File: config.mk
export PLATFORM = sky130hd
export DESIGN_NAME = tree_deserializer
export DESIGN_NICKNAME = d
export VERILOG_FILES = /design/src/rtl/tree_deser_pkg.sv /design/src/rtl/deser_sync_detect.sv /design/src/rtl/tree_deserializer.sv
export SDC_FILE = /design/constraint.sdc
export NUM_CORES = 1
export LEC_CHECK = 0
export CAP_MARGIN = 20
export CELL_PAD_IN_SITES_DETAIL_PLACEMENT = 0
export CELL_PAD_IN_SITES_GLOBAL_PLACEMENT = 2
export CORE_MARGIN = 2
export CORE_UTILIZATION = 37
export CTS_CLUSTER_SIZE = 28
export DETAILED_ROUTE_END_ITERATION = 8
export PLACE_DENSITY_LB_ADDON = 0.1
export SYNTH_ARGS = -nofsm -noshare
export SYNTH_HDL_FRONTEND = slang
export SYNTH_SLANG_ARGS = --single-unit
File: constraint.sdc
create_clock -name CLK -period 2.4 [get_ports CLK]
set_input_delay 0.6 -clock CLK [delete_from_list [all_inputs] [get_ports CLK]]
set_output_delay 0.6 -clock CLK [all_outputs]
set_load 0.005 [all_outputs]
File: src/rtl/tree_deser_pkg.sv
// rtl/tree_deser_pkg.sv - shared state encoding and default sync word for the tree deserializer
// Also importable by the serializer-side test pattern generator so both ends agree on the sync word.
package tree_deser_pkg;

    typedef enum logic [1:0] {
        ST_HUNT    = 2'd0,
        ST_CONFIRM = 2'd1,
        ST_LOCKED  = 2'd2
    } deser_state_e;

    localparam logic [7:0] DEFAULT_SYNC_WORD = 8'hBC;

endpackage

File: src/rtl/deser_sync_detect.sv
// rtl/deser_sync_detect.sv - LSB-first serial shift register with sync pattern compare
// Ports:
//   clk_i    : bit-rate clock (rising edge)
//   rst_ni   : asynchronous active-low reset, clears the shift register
//   serial_i : serial input bit, sampled every edge
//   word_o   : shift register contents including the bit being sampled this cycle
//   match_o  : word_o equals PATTERN
module deser_sync_detect #(
    parameter int               WIDTH   = 8,
    parameter logic [WIDTH-1:0] PATTERN = '0
) (
    input  logic             clk_i,
    input  logic             rst_ni,
    input  logic             serial_i,
    output logic [WIDTH-1:0] word_o,
    output logic             match_o
);

    logic [WIDTH-1:0] shift_q;
    logic [WIDTH-1:0] shift_d;

    // New bits enter at the MSB so that after WIDTH shifts the first bit of a
    // word sits in bit 0.
    assign shift_d = {serial_i, shift_q[WIDTH-1:1]};

    always_ff @(posedge clk_i or negedge rst_ni) begin
        if (!rst_ni) begin
            shift_q <= '0;
        end else begin
            shift_q <= shift_d;
        end
    end

    // Compare against the next-state value so the just-sampled bit counts.
    assign word_o  = shift_d;
    assign match_o = (shift_d == PATTERN);

endmodule

File: src/rtl/tree_deserializer.sv
// rtl/tree_deserializer.sv - serial-to-parallel deserializer with sync-word alignment and lock FSM
// Ports:
//   CLK       : bit-rate clock, rising edge
//   RESET     : asynchronous active-low reset
//   SERIAL_IN : serial stream, LSB of each word first
//   RESYNC    : synchronous request to drop lock and hunt again
//   PAR_OUT   : recovered data word, held between PAR_VALID pulses
//   PAR_VALID : one-cycle pulse when PAR_OUT carries a new data word
//   LOCKED    : high while the FSM is locked
//   SYNC_ERR  : one-cycle pulse when lock is lost by sync timeout
module tree_deserializer
    import tree_deser_pkg::*;
#(
    parameter int                     OUTPUTS_NUM  = 8,
    parameter logic [OUTPUTS_NUM-1:0] SYNC_WORD    = OUTPUTS_NUM'(DEFAULT_SYNC_WORD),
    parameter int                     LOCK_CONFIRM = 2,
    parameter int                     SYNC_TIMEOUT = 64
) (
    input  logic                   CLK,
    input  logic                   RESET,
    input  logic                   SERIAL_IN,
    input  logic                   RESYNC,
    output logic [OUTPUTS_NUM-1:0] PAR_OUT,
    output logic                   PAR_VALID,
    output logic                   LOCKED,
    output logic                   SYNC_ERR
);

    localparam int BW = (OUTPUTS_NUM > 1) ? $clog2(OUTPUTS_NUM) : 1;
    localparam int CW = $clog2(LOCK_CONFIRM + 1);
    localparam int TW = $clog2(SYNC_TIMEOUT + 1);

    localparam logic [BW-1:0] LAST_BIT       = BW'(OUTPUTS_NUM - 1);
    localparam logic [CW-1:0] CONFIRM_TARGET = CW'(LOCK_CONFIRM);
    localparam logic [TW-1:0] TIMEOUT_LIMIT  = TW'(SYNC_TIMEOUT);

    logic [OUTPUTS_NUM-1:0] word;
    logic                   match;

    deser_state_e           state_q,     state_d;
    logic [BW-1:0]          bit_cnt_q,   bit_cnt_d;
    logic [CW-1:0]          conf_cnt_q,  conf_cnt_d;
    logic [TW-1:0]          to_cnt_q,    to_cnt_d;
    logic [OUTPUTS_NUM-1:0] par_out_q,   par_out_d;
    logic                   par_valid_q, par_valid_d;
    logic                   sync_err_q,  sync_err_d;
    logic                   locked_q;

    logic                   boundary;
    logic [TW-1:0]          to_next;

    deser_sync_detect #(
        .WIDTH   (OUTPUTS_NUM),
        .PATTERN (SYNC_WORD)
    ) u_sync_detect (
        .clk_i    (CLK),
        .rst_ni   (RESET),
        .serial_i (SERIAL_IN),
        .word_o   (word),
        .match_o  (match)
    );

    // A boundary is the cycle in which the last bit of an aligned word is sampled.
    assign boundary = (bit_cnt_q == LAST_BIT);
    assign to_next  = (to_cnt_q == TIMEOUT_LIMIT) ? to_cnt_q : to_cnt_q + 1'b1;

    always_comb begin
        state_d     = state_q;
        bit_cnt_d   = bit_cnt_q;
        conf_cnt_d  = conf_cnt_q;
        to_cnt_d    = to_cnt_q;
        par_out_d   = par_out_q;
        par_valid_d = 1'b0;
        sync_err_d  = 1'b0;

        if (state_q != ST_HUNT) begin
            bit_cnt_d = boundary ? '0 : bit_cnt_q + 1'b1;
        end

        if (RESYNC) begin
            // Overrides any boundary action in the same cycle.
            state_d    = ST_HUNT;
            conf_cnt_d = '0;
            to_cnt_d   = '0;
        end else begin
            case (state_q)
                ST_HUNT: begin
                    if (match) begin
                        bit_cnt_d = '0;
                        to_cnt_d  = '0;
                        if (LOCK_CONFIRM == 1) begin
                            conf_cnt_d = CONFIRM_TARGET;
                            state_d    = ST_LOCKED;
                        end else begin
                            conf_cnt_d = CW'(1);
                            state_d    = ST_CONFIRM;
                        end
                    end
                end
                ST_CONFIRM: begin
                    if (boundary) begin
                        if (match) begin
                            conf_cnt_d = conf_cnt_q + 1'b1;
                            if (conf_cnt_q + 1'b1 == CONFIRM_TARGET) begin
                                state_d  = ST_LOCKED;
                                to_cnt_d = '0;
                            end
                        end else begin
                            conf_cnt_d = '0;
                            state_d    = ST_HUNT;
                        end
                    end
                end
                ST_LOCKED: begin
                    if (boundary) begin
                        if (match) begin
                            // A sync at the timeout boundary still counts as a sync.
                            to_cnt_d = '0;
                        end else if (to_next == TIMEOUT_LIMIT) begin
                            state_d    = ST_HUNT;
                            sync_err_d = 1'b1;
                            to_cnt_d   = '0;
                            conf_cnt_d = '0;
                        end else begin
                            to_cnt_d    = to_next;
                            par_out_d   = word;
                            par_valid_d = 1'b1;
                        end
                    end
                end
                default: begin
                    state_d = ST_HUNT;
                end
            endcase
        end
    end

    always_ff @(posedge CLK or negedge RESET) begin
        if (!RESET) begin
            state_q     <= ST_HUNT;
            bit_cnt_q   <= '0;
            conf_cnt_q  <= '0;
            to_cnt_q    <= '0;
            par_out_q   <= '0;
            par_valid_q <= 1'b0;
            sync_err_q  <= 1'b0;
            locked_q    <= 1'b0;
        end else begin
            state_q     <= state_d;
            bit_cnt_q   <= bit_cnt_d;
            conf_cnt_q  <= conf_cnt_d;
            to_cnt_q    <= to_cnt_d;
            par_out_q   <= par_out_d;
            par_valid_q <= par_valid_d;
            sync_err_q  <= sync_err_d;
            locked_q    <= (state_d == ST_LOCKED);
        end
    end

    assign PAR_OUT   = par_out_q;
    assign PAR_VALID = par_valid_q;
    assign LOCKED    = locked_q;
    assign SYNC_ERR  = sync_err_q;

endmodule
==> results_dict.tcl <==
set metrics [dict create \
    ys.flop_type "dfrtp_1" \
    worst_setup_path_end_kind "flip-flop" \
    hold_path_class "reg2reg" \
    fillers 416 \
    vias 1404 \
    row_count 24 \
    grt-ovfl-total 0 \
    max-clock-path-buffers 2 \
    final.setup_skew_ps 8.25 \
    drt_pass1_iterations 4 \
    multi_input_area_sq_um 858 \
    synth_area_sq_um 1730 \
    p_leak_uw 0.000989 \
    grt_setup_unrepaired "false" \
    finalPower_uw 1120 \
    drc 0 \
    layout_worst_path_cycle_share_pct 92.9 \
    cpPeakStageDelay_ps 480 \
    tritoncts "done" \
    maxSlewHeadroom_pct 56.6 \
    clk_latency_ps 290 \
    gp_congestion 0.767 \
    ys_types 47 \
    cts_sinks 32 \
    area_growth_pct 27.1 \
    antenna_found_initial 0 \
    worst_slack_ps 169 \
    synthArstFlopShare_pct 100 \
    synth_edf_count 0 \
    worst_pin_slew_ps 651 \
    holdBufCountCts 0 \
    ioPinCount 15 \
    grt_pass1_wl_um 6620 \
    ys_ff_latch 32 \
    syn_nets 177 \
    period_needed_ps 2230 \
    cp_slowest_cell "or4b_4" \
    routedWlPerCell_um 15.1 \
    numCtsBuffers 5 \
    critPathKind "reg2reg" \
    outcome "finished clean" \
    yosysSeqAreaShare_pct 46.3 \
    vdd_drop_max_v 0.000288 \
    hold_viol 0 \
    seq_area_sq_um 801 \
    crit_path_frequent_cell "nor3_1" \
    powerDensity_nw_per_um2 511 \
    finalWirelength_um 3890 \
    arrival_ps 2410 \
    clk_pin_slew_ps 70 \
    drt_iter0_drc 59 \
    dieHeight_um 72.4 \
    diodes 0 \
    cts_root_buf "clkbuf_8" \
    hpwlAfterDp_um 2870 \
    num-nets-final 218 \
    coreArea_sq_um 4410 \
    final_util_pct 49.8 \
    track_usage_pct 16.8 \
    layout_commonest_cell "dfrtp_1" \
    cap_viol_max_count 0 \
    path_cells "inv_1, ha_1, or4b_4, nor3_1, nor3_1, a21oi_4, buf_12, mux2_2" \
    drv_slew 0 \
    io_buffers 14 \
    post-place-ws_ps -222 \
    crit_fanout 9 \
    worst_setup_path_start_kind "flip-flop" \
    avgSynthCellArea_sq_um 10.5 \
    dieArea_sq_um 5240 \
    cts.htree.levels 2 \
    grt_pass1_vias 1406 \
    clock.fmax_ghz 0.448 \
    start_util_pct 39.2 \
    setup_viol 0 \
    viasPerCell 5.44 \
    grt_max_degree 33 \
    netlist_instances 164 \
    drive_gt1_share_pct 24.3 \
    die_w_um 72.4 \
    yosys_warnings 0 \
    mostFrequentLayoutCells "dfrtp_1 (32), buf_4 (24), clkdlybuf4s50_1 (14)" \
    critPathRequiredTime_ps 2580 \
    ant_nets 0 \
    tns_ps 0 \
]
[metrics by stage]
step                instance area, sq um  hold WS [ps]  std cells
detailed placement                  2090           384        249
global placement                    2090           371        249
global route                        2200           412        258
finish                              2200           393        258
floorplan                           1730           304        164
CTS                                 2180           393        257
[path summary, 6_finish.rpt]
check | startpoint | end | cells past startpoint | slack (ps)
worst min-delay path | u_sync_detect.shift_q[2] | u_sync_detect.shift_q[1] | 0 | 390
worst max register to register | to_cnt_q[0] | PAR_OUT[5] | 8 | 170
worst min register to register | u_sync_detect.shift_q[2] | u_sync_detect.shift_q[1] | 0 | 390
worst max-delay path | to_cnt_q[0] | PAR_OUT[5] | 8 | 170
min in group asynchronous | RESET | PAR_OUT[3] | 2 | 710
max in group asynchronous | RESET | PAR_OUT[2] | 2 | 1400
[layer usage]
layer  routed length [um]  GRT usage (%)  vias to the layer above
li1                     -              -                      689
met1                 1840           21.6                      688
met2                 1880           27.0                       19
met3                  103           3.89                        8
met4                   71           7.55                        0
met5                    0              0                        -
[layout make-up]
class                      count  share of cell area, %
clock buffer                   5                   3.13
inverter                      11                   1.88
timing repair buffer          39                   15.5
sequential                    32                   36.4
clock inverter                 3                   1.08
tap                           52                   2.96
multi-input combinational    116                   39.0
[Yosys cell counts (2+ instances only)]
cell type	n	area share [%]
dfrtp_1	32	46
nor2_1	12	2.6
inv_1	11	2.4
o21ai_0	11	3.2
ha_1	9	6.5
mux2_2	9	5.9
nand2_1	8	1.7
a21oi_1	6	1.7
nand3_1	6	1.7
o31ai_1	6	2.6
and3_1	4	1.4
nor3_1	4	1.2
a211oi_1	3	1.3
nor4_1	3	1.1
o22ai_1	3	1.1
buf_2	2	0.58
clkbuf_1	2	0.43
nand2b_1	2	0.72
nand3b_1	2	0.87
o21bai_1	2	0.87
[flip-flops by register name (all words and copies together), names as in the netlist]
register and flops:
bit_cnt_q 3, to_cnt_q 7, PAR_OUT 8, PAR_VALID 1, state_q 2, SYNC_ERR 1, conf_cnt_q 2, u_sync_detect.shift_q 7
LOCKED 1
[logic make-up after synthesis]
| family | count (synthesis) | share of synthesized area (%) |
|---|---|---|
| AO/OA/AOI/OAI | 43 | 18.5 |
| XOR/XNOR | 1 | 0.507 |
| adder cells (fa/ha/maj) | 9 | 6.51 |
| buffers and inverters | 16 | 4.05 |
| flip-flops | 32 | 46.3 |
| multiplexers | 10 | 6.44 |
| AND/OR/NAND/NOR | 53 | 17.7 |
[power breakdown]
group / internal (uW) / leakage, uW / switching [uW]
Combinational: 53.9 / 0.000531 / 67.7
Sequential: 559 / 0.000418 / 13.6
Clock: 205 / 0.0000404 / 224
Total: 818 / 0.000989 / 305
[worst max-delay path, delay by kind of cell, from the launching register on]
family	cells	cell delay, ps
compound gates	1	160
mux	1	330
simple gates	3	860
fa+ha+maj	1	130
flops	1	420
buf+inv	2	210
[repair_timing]
| action | in CTS | in global routing |
|---|---|---|
| endpoints found under the setup margin | 0 | 9 |
| resized for setup | 0 | 2 |
| buffers inserted | 0 | 1 |
(Power assumes the default switching activity.)
